File: src/rtl/mux_pkg.sv
// Shared constants and helpers for the N-way registered mux and its arbiters.
package mux_pkg;

  localparam logic MODE_FIXED = 1'b0;
  localparam logic MODE_RR    = 1'b1;

  // Channel-index width: at least one bit even for a single channel.
  function automatic int sel_width(input int n);
    if (n <= 1) begin
      return 1;
    end else begin
      return $clog2(n);
    end
  endfunction

endpackage

File: src/rtl/mux_n_way_reg_rr_pick.sv
// Rotating-priority picker: first asserted request at or after ptr, wrapping
// from N-1 back to 0. Purely combinational.
module rr_pick
  import mux_pkg::*;
#(
  parameter  int N    = 8,
  localparam int SELW = sel_width(N)
) (
  input  logic [N-1:0]    req,
  input  logic [SELW-1:0] ptr,
  output logic [SELW-1:0] gnt_idx,
  output logic            gnt_vld
);

  int c;

  // Walk from the farthest candidate back toward ptr so the nearest hit wins.
  always_comb begin
    gnt_vld = 1'b0;
    gnt_idx = '0;
    c       = 0;
    for (int k = N - 1; k >= 0; k--) begin
      c       = (int'(ptr) + k >= N) ? (int'(ptr) + k - N) : (int'(ptr) + k);
      gnt_vld = gnt_vld | req[c];
      gnt_idx = req[c] ? SELW'(c) : gnt_idx;
    end
  end

endmodule

File: src/rtl/mux_n_way_reg.sv
// N-way W-bit mux with fixed or round-robin selection and a registered
// valid/ready output stage. Define MUX_N_WAY_XFER_CNT_EN to add xfer_cnt.
module mux_n_way_reg
  import mux_pkg::*;
#(
  parameter  int N    = 8,
  parameter  int W    = 16,
  localparam int SELW = sel_width(N)
) (
  input  logic            clk,
  input  logic            reset,
  input  logic            mode,
  input  logic [SELW-1:0] sel,
  input  logic [N*W-1:0]  in_data,
  input  logic [N-1:0]    in_valid,
  output logic [N-1:0]    in_ready,
  output logic [W-1:0]    out_data,
  output logic [SELW-1:0] out_chan,
  output logic            out_valid,
  input  logic            out_ready
`ifdef MUX_N_WAY_XFER_CNT_EN
  ,
  output logic [15:0]     xfer_cnt
`endif
);

  logic [W-1:0]    out_data_q,  out_data_d;
  logic [SELW-1:0] out_chan_q,  out_chan_d;
  logic            out_valid_q, out_valid_d;
  logic [SELW-1:0] ptr_q,       ptr_d;

  logic            accept_s;
  logic            rr_vld_s,  fix_vld_s,  gnt_vld_s;
  logic [SELW-1:0] rr_idx_s,  fix_idx_s,  gnt_idx_s;
  logic [W-1:0]    gnt_data_s;

  rr_pick #(.N(N)) u_rr_pick (
    .req     (in_valid),
    .ptr     (ptr_q),
    .gnt_idx (rr_idx_s),
    .gnt_vld (rr_vld_s)
  );

  // Fixed select: an out-of-range sel matches no channel and so never grants.
  always_comb begin
    fix_vld_s = 1'b0;
    fix_idx_s = sel;
    for (int i = 0; i < N; i++) begin
      fix_vld_s = fix_vld_s | ((sel == SELW'(i)) && in_valid[i]);
    end
  end

  // Grant selection, selected data and the one-hot per-channel ready.
  always_comb begin
    accept_s = !out_valid_q || out_ready;
    case (mode)
      MODE_RR: begin
        gnt_vld_s = rr_vld_s;
        gnt_idx_s = rr_idx_s;
      end
      MODE_FIXED: begin
        gnt_vld_s = fix_vld_s;
        gnt_idx_s = fix_idx_s;
      end
      default: begin
        gnt_vld_s = 1'b0;
        gnt_idx_s = '0;
      end
    endcase
    gnt_data_s = '0;
    in_ready   = '0;
    for (int i = 0; i < N; i++) begin
      gnt_data_s  = (gnt_idx_s == SELW'(i)) ? in_data[i*W +: W] : gnt_data_s;
      in_ready[i] = accept_s && gnt_vld_s && (gnt_idx_s == SELW'(i));
    end
  end

  // Output stage and round-robin pointer next state.
  always_comb begin
    out_data_d  = out_data_q;
    out_chan_d  = out_chan_q;
    out_valid_d = out_valid_q;
    ptr_d       = ptr_q;
    if (accept_s) begin
      if (gnt_vld_s) begin
        out_data_d  = gnt_data_s;
        out_chan_d  = gnt_idx_s;
        out_valid_d = 1'b1;
        if (mode == MODE_RR) begin
          ptr_d = (int'(gnt_idx_s) == N - 1) ? '0 : (gnt_idx_s + SELW'(1));
        end else begin
          ptr_d = ptr_q;
        end
      end else begin
        out_valid_d = 1'b0;
      end
    end else begin
      out_valid_d = out_valid_q;
    end
  end

  // State registers; reset drops any held word immediately.
  always_ff @(posedge clk or posedge reset) begin
    if (reset) begin
      out_data_q  <= '0;
      out_chan_q  <= '0;
      out_valid_q <= 1'b0;
      ptr_q       <= '0;
    end else begin
      out_data_q  <= out_data_d;
      out_chan_q  <= out_chan_d;
      out_valid_q <= out_valid_d;
      ptr_q       <= ptr_d;
    end
  end

  assign out_data  = out_data_q;
  assign out_chan  = out_chan_q;
  assign out_valid = out_valid_q;

`ifdef MUX_N_WAY_XFER_CNT_EN
  logic [15:0] xfer_cnt_q, xfer_cnt_d;

  // Count words leaving the output stage; wraps naturally at 16 bits.
  always_comb begin
    if (out_valid_q && out_ready) begin
      xfer_cnt_d = xfer_cnt_q + 16'd1;
    end else begin
      xfer_cnt_d = xfer_cnt_q;
    end
  end

  // Transfer counter register.
  always_ff @(posedge clk or posedge reset) begin
    if (reset) begin
      xfer_cnt_q <= 16'd0;
    end else begin
      xfer_cnt_q <= xfer_cnt_d;
    end
  end

  assign xfer_cnt = xfer_cnt_q;
`endif

endmodule

File: config.mk
export PLATFORM = sky130hd
export DESIGN_NAME = mux_n_way_reg
export DESIGN_NICKNAME = d
export VERILOG_FILES = /design/src/rtl/mux_pkg.sv /design/src/rtl/mux_n_way_reg_rr_pick.sv /design/src/rtl/mux_n_way_reg.sv
export SDC_FILE = /design/constraint.sdc
export NUM_CORES = 1
export LEC_CHECK = 0
export CORE_UTILIZATION = 37
export CTS_CLUSTER_DIAMETER = 40
export DETAILED_ROUTE_END_ITERATION = 6
export GPL_ROUTABILITY_DRIVEN = 0
export PLACE_DENSITY = 0.79
export SYNTH_ARGS = -nofsm -noshare
export SYNTH_HDL_FRONTEND = slang
export SYNTH_SLANG_ARGS = --single-unit
File: constraint.sdc
create_clock -name clk -period 4.9 [get_ports clk]
set_clock_uncertainty 0.1 [all_clocks]
set_input_delay 0.98 -clock clk [delete_from_list [all_inputs] [get_ports clk]]
set_output_delay 0.98 -clock clk [all_outputs]
set_load 0.005 [all_outputs]
After elaboration in Yosys (flattened, before gate mapping)
Index checks and enable logic that the tools add are counted.

storage, ports and cells
  flip-flop bits (word level) = 23
  bits of input ports = 143
  output and inout bits = 28
  logic and storage cells = 141

cells by class
  add/sub/neg operators = 16
  order comparisons = 16
  eq/ne operators = 15
  mux-type cells = 52
  bitwise logic cells = 15
  reductions and logical operators = 23

operators by type and width
  cell                                                                            count
  32-bit by 5-bit less-than comparator with 1-bit output (second input constant)  8
  32-bit 2-to-1 mux                                                               8
  32-bit by 5-bit subtractor with 32-bit output (second input constant)           7
  32-bit by 5-bit >= comparator with 1-bit output (second input constant)         6
  16-bit 2-to-1 mux                                                               8
  3-bit 2-to-1 mux                                                                9
  1-bit binary-select mux with 3-bit select                                       8
  3-bit == test (second input constant)                                           8
  1-bit logical AND                                                               17
  1-bit 2-to-1 mux                                                                17
  3-bit by 3-bit adder with 4-bit output (second input constant)                  4
  1-bit bitwise OR                                                                14
  3-bit by 2-bit == test with 1-bit output (second input constant)                4
  3-bit by 1-bit == test with 1-bit output (second input constant)                3
  3-bit by 2-bit adder with 4-bit output (second input constant)                  2
  3-bit logical NOT                                                               2
  3-bit case mux with 2 select lines                                              1
  3-bit by 4-bit subtractor with 5-bit output (second input constant)             1
  3-bit by 1-bit adder with 4-bit output (second input constant)                  1
  3-bit by 4-bit >= comparator with 1-bit output (second input constant)          1
  4-bit >= comparator (second input constant)                                     1
  3-bit by 1-bit adder with 3-bit output (second input constant)                  1
  3-bit AND reduction                                                             1
  1-bit case mux with 2 select lines                                              1
  4 further kinds                                                                 4

Depth between registers and ports, before layout
Gate-level depths: netlist (run 1).

  depth after elaboration = 24
  mapped depth = 24
  depth with buffers taken out = 19

Cells and area by module
A second synthesis (run 1) with hierarchy kept.

second synthesis, totals
  cell total of the unflattened synthesis = 343
  area total of the unflattened synthesis = 2,944.1 µm²

by module, submodules not included
  module         instances  cells an instance  area an instance (µm²)  sequential area each (µm²)
  mux_n_way_reg  1          253                2,162.1                 575.6
  rr_pick        1          90                 782.0                   0.0

Worst setup path before layout (run 1)
No wires, ideal clock.

  path kind = register to output
  from = register ptr_q[1]
  to = output in_ready[4]
  arrival time = 4.031 ns
  data required time = 3.820 ns
  setup slack = -0.211 ns
  stages on the path, launching flop included = 19
  path buffers = 6
  path through = dfrtp_1 -> buf_6 -> clkbuf_1 -> inv_1 -> ha_1 -> clkbuf_1 -> mux4_2 -> mux2_2 -> a21o_1 -> a21o_1 -> a21o_1 -> a21oi_2 -> o22ai_1 -> inv_1 -> ha_1 -> clkbuf_1 -> buf_2 -> clkbuf_1 -> and3_1

on the way
  word-level cells in the longest chain between the ends = 17

ends and longest elaborated chain
  item                                                                                         line                         source
  start: declaration                                                                           mux_n_way_reg.sv:30          logic [SELW-1:0] ptr_q, ptr_d;
  start signal: assignment                                                                     mux_n_way_reg.sv:113         ptr_q <= ptr_d;
  3-bit by 3-bit adder with 4-bit output                                                       mux_n_way_reg_rr_pick.sv:23  c = (int'(ptr) + k >= N) ? (int'(ptr) + k - N) : (int'(ptr) + k);
  32-bit by 5-bit subtractor with 32-bit output / 4-bit >= comparator (equally long branches)  mux_n_way_reg_rr_pick.sv:23
  32-bit 2-to-1 mux                                                                            mux_n_way_reg_rr_pick.sv:23
  1-bit binary-select mux with 3-bit select                                                    mux_n_way_reg_rr_pick.sv:25  gnt_idx = req[c] ? SELW'(c) : gnt_idx;
  1-bit 2-to-1 mux (not written as such) (2 in a row)                                          mux_n_way_reg_rr_pick.sv:25
  3-bit 2-to-1 mux (7 in a row)                                                                mux_n_way_reg_rr_pick.sv:25
  3-bit 2-to-1 mux (*)                                                                         mux_n_way_reg_rr_pick.sv:25
  3-bit case mux with 2 select lines (*)                                                       mux_n_way_reg.sv:56          case (mode)
  net gnt_idx_s[0]                                                                             mux_n_way_reg.sv:34          logic [SELW-1:0] rr_idx_s, fix_idx_s, gnt_idx_s;
  3-bit == test (*)                                                                            mux_n_way_reg.sv:74          in_ready[i] = accept_s && gnt_vld_s && (gnt_idx_s == SELW'(i));
  1-bit logical AND (*)                                                                        mux_n_way_reg.sv:74
  end: declaration                                                                             mux_n_way_reg.sv:16          output logic [N-1:0] in_ready,

The timed path passes the listed nets; every way through them passes the cells marked *. The select of a mux whose other input is x is not followed.

Final worst setup path (run 1)
  from = input in_valid[2]
  to = output in_ready[2]

on the way
  word-level cells in the longest chain between the ends = 14

ends and longest elaborated chain
  item                                                 line                         source
  start: declaration                                   mux_n_way_reg.sv:15          input logic [N-1:0] in_valid,
  1-bit binary-select mux with 3-bit select            mux_n_way_reg_rr_pick.sv:25
  1-bit 2-to-1 mux (not written as such) (2 in a row)  mux_n_way_reg_rr_pick.sv:25
  3-bit 2-to-1 mux (7 in a row)                        mux_n_way_reg_rr_pick.sv:25
  3-bit 2-to-1 mux (*)                                 mux_n_way_reg_rr_pick.sv:25
  3-bit case mux with 2 select lines (*)               mux_n_way_reg.sv:56
  net gnt_idx_s[0]                                     mux_n_way_reg.sv:34
  3-bit by 2-bit == test with 1-bit output (*)         mux_n_way_reg.sv:74
  1-bit logical AND (*)                                mux_n_way_reg.sv:74

Marked as above.

==> results of run 1 <==
## per-layer routing
| metal | part of all wire | GRT usage | up-vias |
|---|---|---|---|
| met5 | 0 | 0 | - |
| met4 | 0.055 | 0.132 | 0 |
| met3 | 0.065 | 0.0470 | 63 |
| met2 | 0.50 | 0.483 | 227 |
| met1 | 0.38 | 0.298 | 1988 |
| li1 | - | - | 2007 |
## state kept, by name, indices dropped and copies added, names as in the netlist
signal / flops
out_valid: 1
ptr_q: 3
out_chan: 3
out_data: 16
## per-stage QoR
stage	hold slack, ns	worst slack, ns	utilization	cells
after detailed placement	0.391	-0.446	0.608	713
after global placement	0.379	-0.349	0.608	713
after CTS	0.410	0.00310	0.631	729
final	0.400	0.0423	0.640	734
after global routing	0.431	-0.00926	0.640	734
after floorplan	0.379	0.0175	-	432
## report_power, final
part | internal, mW | switching (mW) | total (mW)
logic | 1.46 | 1.52 | 2.97
registers | 0.275 | 0.0695 | 0.345
clock network | 0.0580 | 0.0590 | 0.117
## synth_stat cells (8+ instances only)
| master | count | share of area |
|---|---|---|
| a21o_1 | 10 | 0.023 |
| mux4_2 | 10 | 0.068 |
| o21ai_0 | 22 | 0.033 |
| a21oi_1 | 17 | 0.026 |
| mux2_2 | 10 | 0.034 |
| o211ai_1 | 15 | 0.034 |
| nor2_1 | 25 | 0.028 |
| inv_1 | 25 | 0.028 |
| nor4_1 | 8 | 0.015 |
| nand2_1 | 49 | 0.055 |
| buf_2 | 8 | 0.012 |
| a221oi_1 | 16 | 0.042 |
| a31oi_1 | 10 | 0.019 |
| o21ai_1 | 8 | 0.012 |
| mux2i_1 | 23 | 0.069 |
| dfrtp_1 | 23 | 0.17 |
| nand3_1 | 10 | 0.015 |
| a22oi_1 | 26 | 0.059 |
| nand2b_1 | 13 | 0.024 |
| clkbuf_1 | 26 | 0.029 |
## kinds of logic (layout without fill, tap and decap cells)
kind of cell,after synthesis,after routing,synth area share
AO/OA/AOI/OAI,143,143,0.308
XOR/XNOR,3,3,0.00791
adder cells (fa/ha/maj),7,7,0.0264
buffers and inverters,69,263,0.0957
flip-flops,23,23,0.173
multiplexers,43,43,0.171
AND/OR/NAND/NOR,144,144,0.217
## cells in the final DEF, fill, tap and decap left out, types with 4 or more instances in the layout
master           netlist  routed
and3_1                 4       4
o211ai_1              15      15
o21ai_1                8       8
a21oi_1               17      17
nor4_1                 8       8
nand2b_1              13      13
a21o_1                10      10
mux4_2                10      10
buf_4                  1      56
or4_1                  7       7
nor2_1                25      24
buf_6                  6       6
clkdlybuf4s50_1        0     154
o21ai_0               22      22
nor2b_1                6       6
nand2_1               49      49
clkdlybuf4s15_2        0       4
dfrtp_1               23      23
nand4_1                7       7
a31oi_1               10      10
dlygate4sd2_1          0       6
nand3_1               10      10
mux2i_1               23      21
mux2_2                10       7
inv_1                 25      23
nor3_1                 4       4
a22oi_1               26      26
ha_4                   0       4
a221oi_1              16      16
## area by class of cell
cell class / instances / area, sq um / area share
clock buffers: 4 / 45.0 / 0.00807
inverters: 26 / 100 / 0.0179
multi-input cells: 340 / 2520 / 0.452
flip-flops and latches: 23 / 576 / 0.103
well taps: 108 / 135 / 0.0242
repair buffers: 233 / 2200 / 0.395
## worst min-delay path, delay by kind of cell, from the launching register on
| family | cells | cell delay, ns |
|---|---|---|
| flops | 1 | 0.35 |
| compound gates | 1 | 0.06 |
| simple gates | 1 | 0.05 |
## repair_timing
| action | CTS | global route |
|---|---|---|
| setup endpoints to repair | 8 | 7 |
| pin swaps | 9 | 6 |
| gates resized for setup | 42 | 15 |
| setup buffers | 12 | 5 |
## worst max path at each step
stage                         startpoint                      end  slack [ns]  depth (start not counted)
detailed placement           in_valid[1]              in_ready[6]       -0.45                         13
CTS                          in_valid[2]              in_ready[5]       0.003                         12
global route                 in_valid[2]  out_data[1]$_DFFE_PP0P_      -0.009                         21
floorplan           ptr_q[1]$_DFFE_PP0P_              in_ready[4]        0.02                         18
global placement             in_valid[0]              in_ready[4]       -0.35                         13
finish                       in_valid[2]              in_ready[2]        0.04                         13
==> results.py, run 1 <==
metrics = {
    "timing": {
        "final.min_clock_period_ns": 4.86,
        "maxSlewViolCount": 0,
        "worst_slew_pin_slew_ns": 0.897,
        "finalCritPeriodShare": 0.991,
        "final_hold_viol_count": 0,
        "fmax_ghz": 0.206,
        "slew-limit-headroom": 0.402,
        "report.final.setup_viol": 0,
        "tns_ns": 0,
    },
    "die": {
        "die_x_um": 96.8,
        "start_util": 0.381,
        "rows": 34,
        "coreArea_sq_um": 8720,
        "ioPinCount": 171,
        "dieArea_sq_um": 9360,
        "die_h_um": 96.8,
    },
    "grt": {
        "grt_max_degree": 40,
        "grt_pass1_wl_mm": 20.4,
        "grt_pass1_vias": 4302,
        "track_usage": 0.267,
        "overflow": 0,
        "antenna_found_initial": 0,
    },
    "pwr": {
        "fin_total_pwr_mw": 3.43,
        "peakVddDrop_mv": 0.278,
        "powerDensity_nw_per_um2": 616,
        "p_leak_nw": 2.33,
    },
    "worst_setup_path": {
        "rr_worst_depth": 20,
        "worstSetupStartpointType": "input pin",
        "r2r_end": "out_data[2]$_DFFE_PP0P_",
        "crit_path_max_fanout": 4,
        "end_kind": "primary output",
        "crit_chain": "dlygate4sd2_1 -> mux4_2 -> mux2_4 -> o21a_1 -> o21a_1 -> o211ai_1 -> nand2_1 -> o22ai_2 -> buf_6 -> inv_2 -> ha_4 -> and2_1 -> dlygate4sd2_1",
        "reg2reg_from": "ptr_q[1]$_DFFE_PP0P_",
        "crit_arrival_ns": 3.78,
        "cpPeakStageDelay_ns": 0.51,
        "path_buf_inv": 4,
        "cp.required_ns": 3.82,
        "path_delay_family": "multiplexers",
        "crit_type": "input pin to primary output",
        "cp_slowest_cell": "mux4_2",
        "ff2ff_setup_slack_ns": 0.40,
    },
    "synthesis": {
        "synth_warnings": 0,
        "synth_area_sq_um": 3320,
        "avgSynthCellArea_sq_um": 7.69,
        "syn_nets": 582,
        "synth_seq_cells": 23,
        "synth_edf_count": 0,
        "async_reset_ff_frac": 1.00,
        "syn_inst": 432,
        "synth.distinct_cells": 54,
        "synth_ff_type": "dfrtp_1",
        "synth-seq-area-share": 0.173,
    },
    "flow_run": {
        "drv_cap": 0,
    },
    "route": {
        "drt_iter0_markers": 225,
        "wirelength_mm": 13.1,
        "dr.pass1.iters": 5,
        "drc": 0,
        "wl_per_cell_um": 17.9,
        "ant_nets": 0,
        "num_vias": 4285,
        "viasPerCell": 5.84,
    },
    "clock_network": {
        "tritoncts": "yes",
        "clkSlewWorstSetupHoldPaths_ns": 0.08,
        "root_buffer": "clkbuf_8",
        "insertion_delay_ns": 0.26,
        "cts_hold_buf": 0,
        "htree_levels": 1,
        "cts.sinks": 23,
        "clock_path_buffers": 2,
        "cts_inserted_buffers": 3,
    },
    "place": {
        "post_dp_cell_area_sq_um": 5300,
        "place.port_buffers": 170,
        "hpwlAfterDp_mm": 10.3,
    },
    "hold_path": {
        "hold_class": "register to register",
        "hold_end": "out_data[11]$_DFFE_PP0P_",
        "holdPathStages": 2,
        "worstHoldStart": "out_data[11]$_DFFE_PP0P_",
    },
    "finish": {
        "fill_cells": 749,
        "num_antenna_cells": 0,
        "post-route-cell-area_sq_um": 5580,
        "syn_to_final_growth_pct": 68.0,
        "nets": 777,
        "drive_above_1_share": 0.188,
    },
    "outcome": {
        "status": "complete, no violations",
    },
}
(Power assumes the default switching activity.)
==> run 2, diff against run 1 <==
--- a/config.mk
+++ b/config.mk
@@ -5,6 +5,7 @@
 export SDC_FILE = /design/constraint.sdc
 export NUM_CORES = 1
 export LEC_CHECK = 0
+export ABC_CLOCK_PERIOD_IN_PS = 4900
 export CORE_UTILIZATION = 37
 export CTS_CLUSTER_DIAMETER = 40
 export DETAILED_ROUTE_END_ITERATION = 6
==> results of run 2 <==
No change in the layout: final DEF, timing and power equal those of run 1.
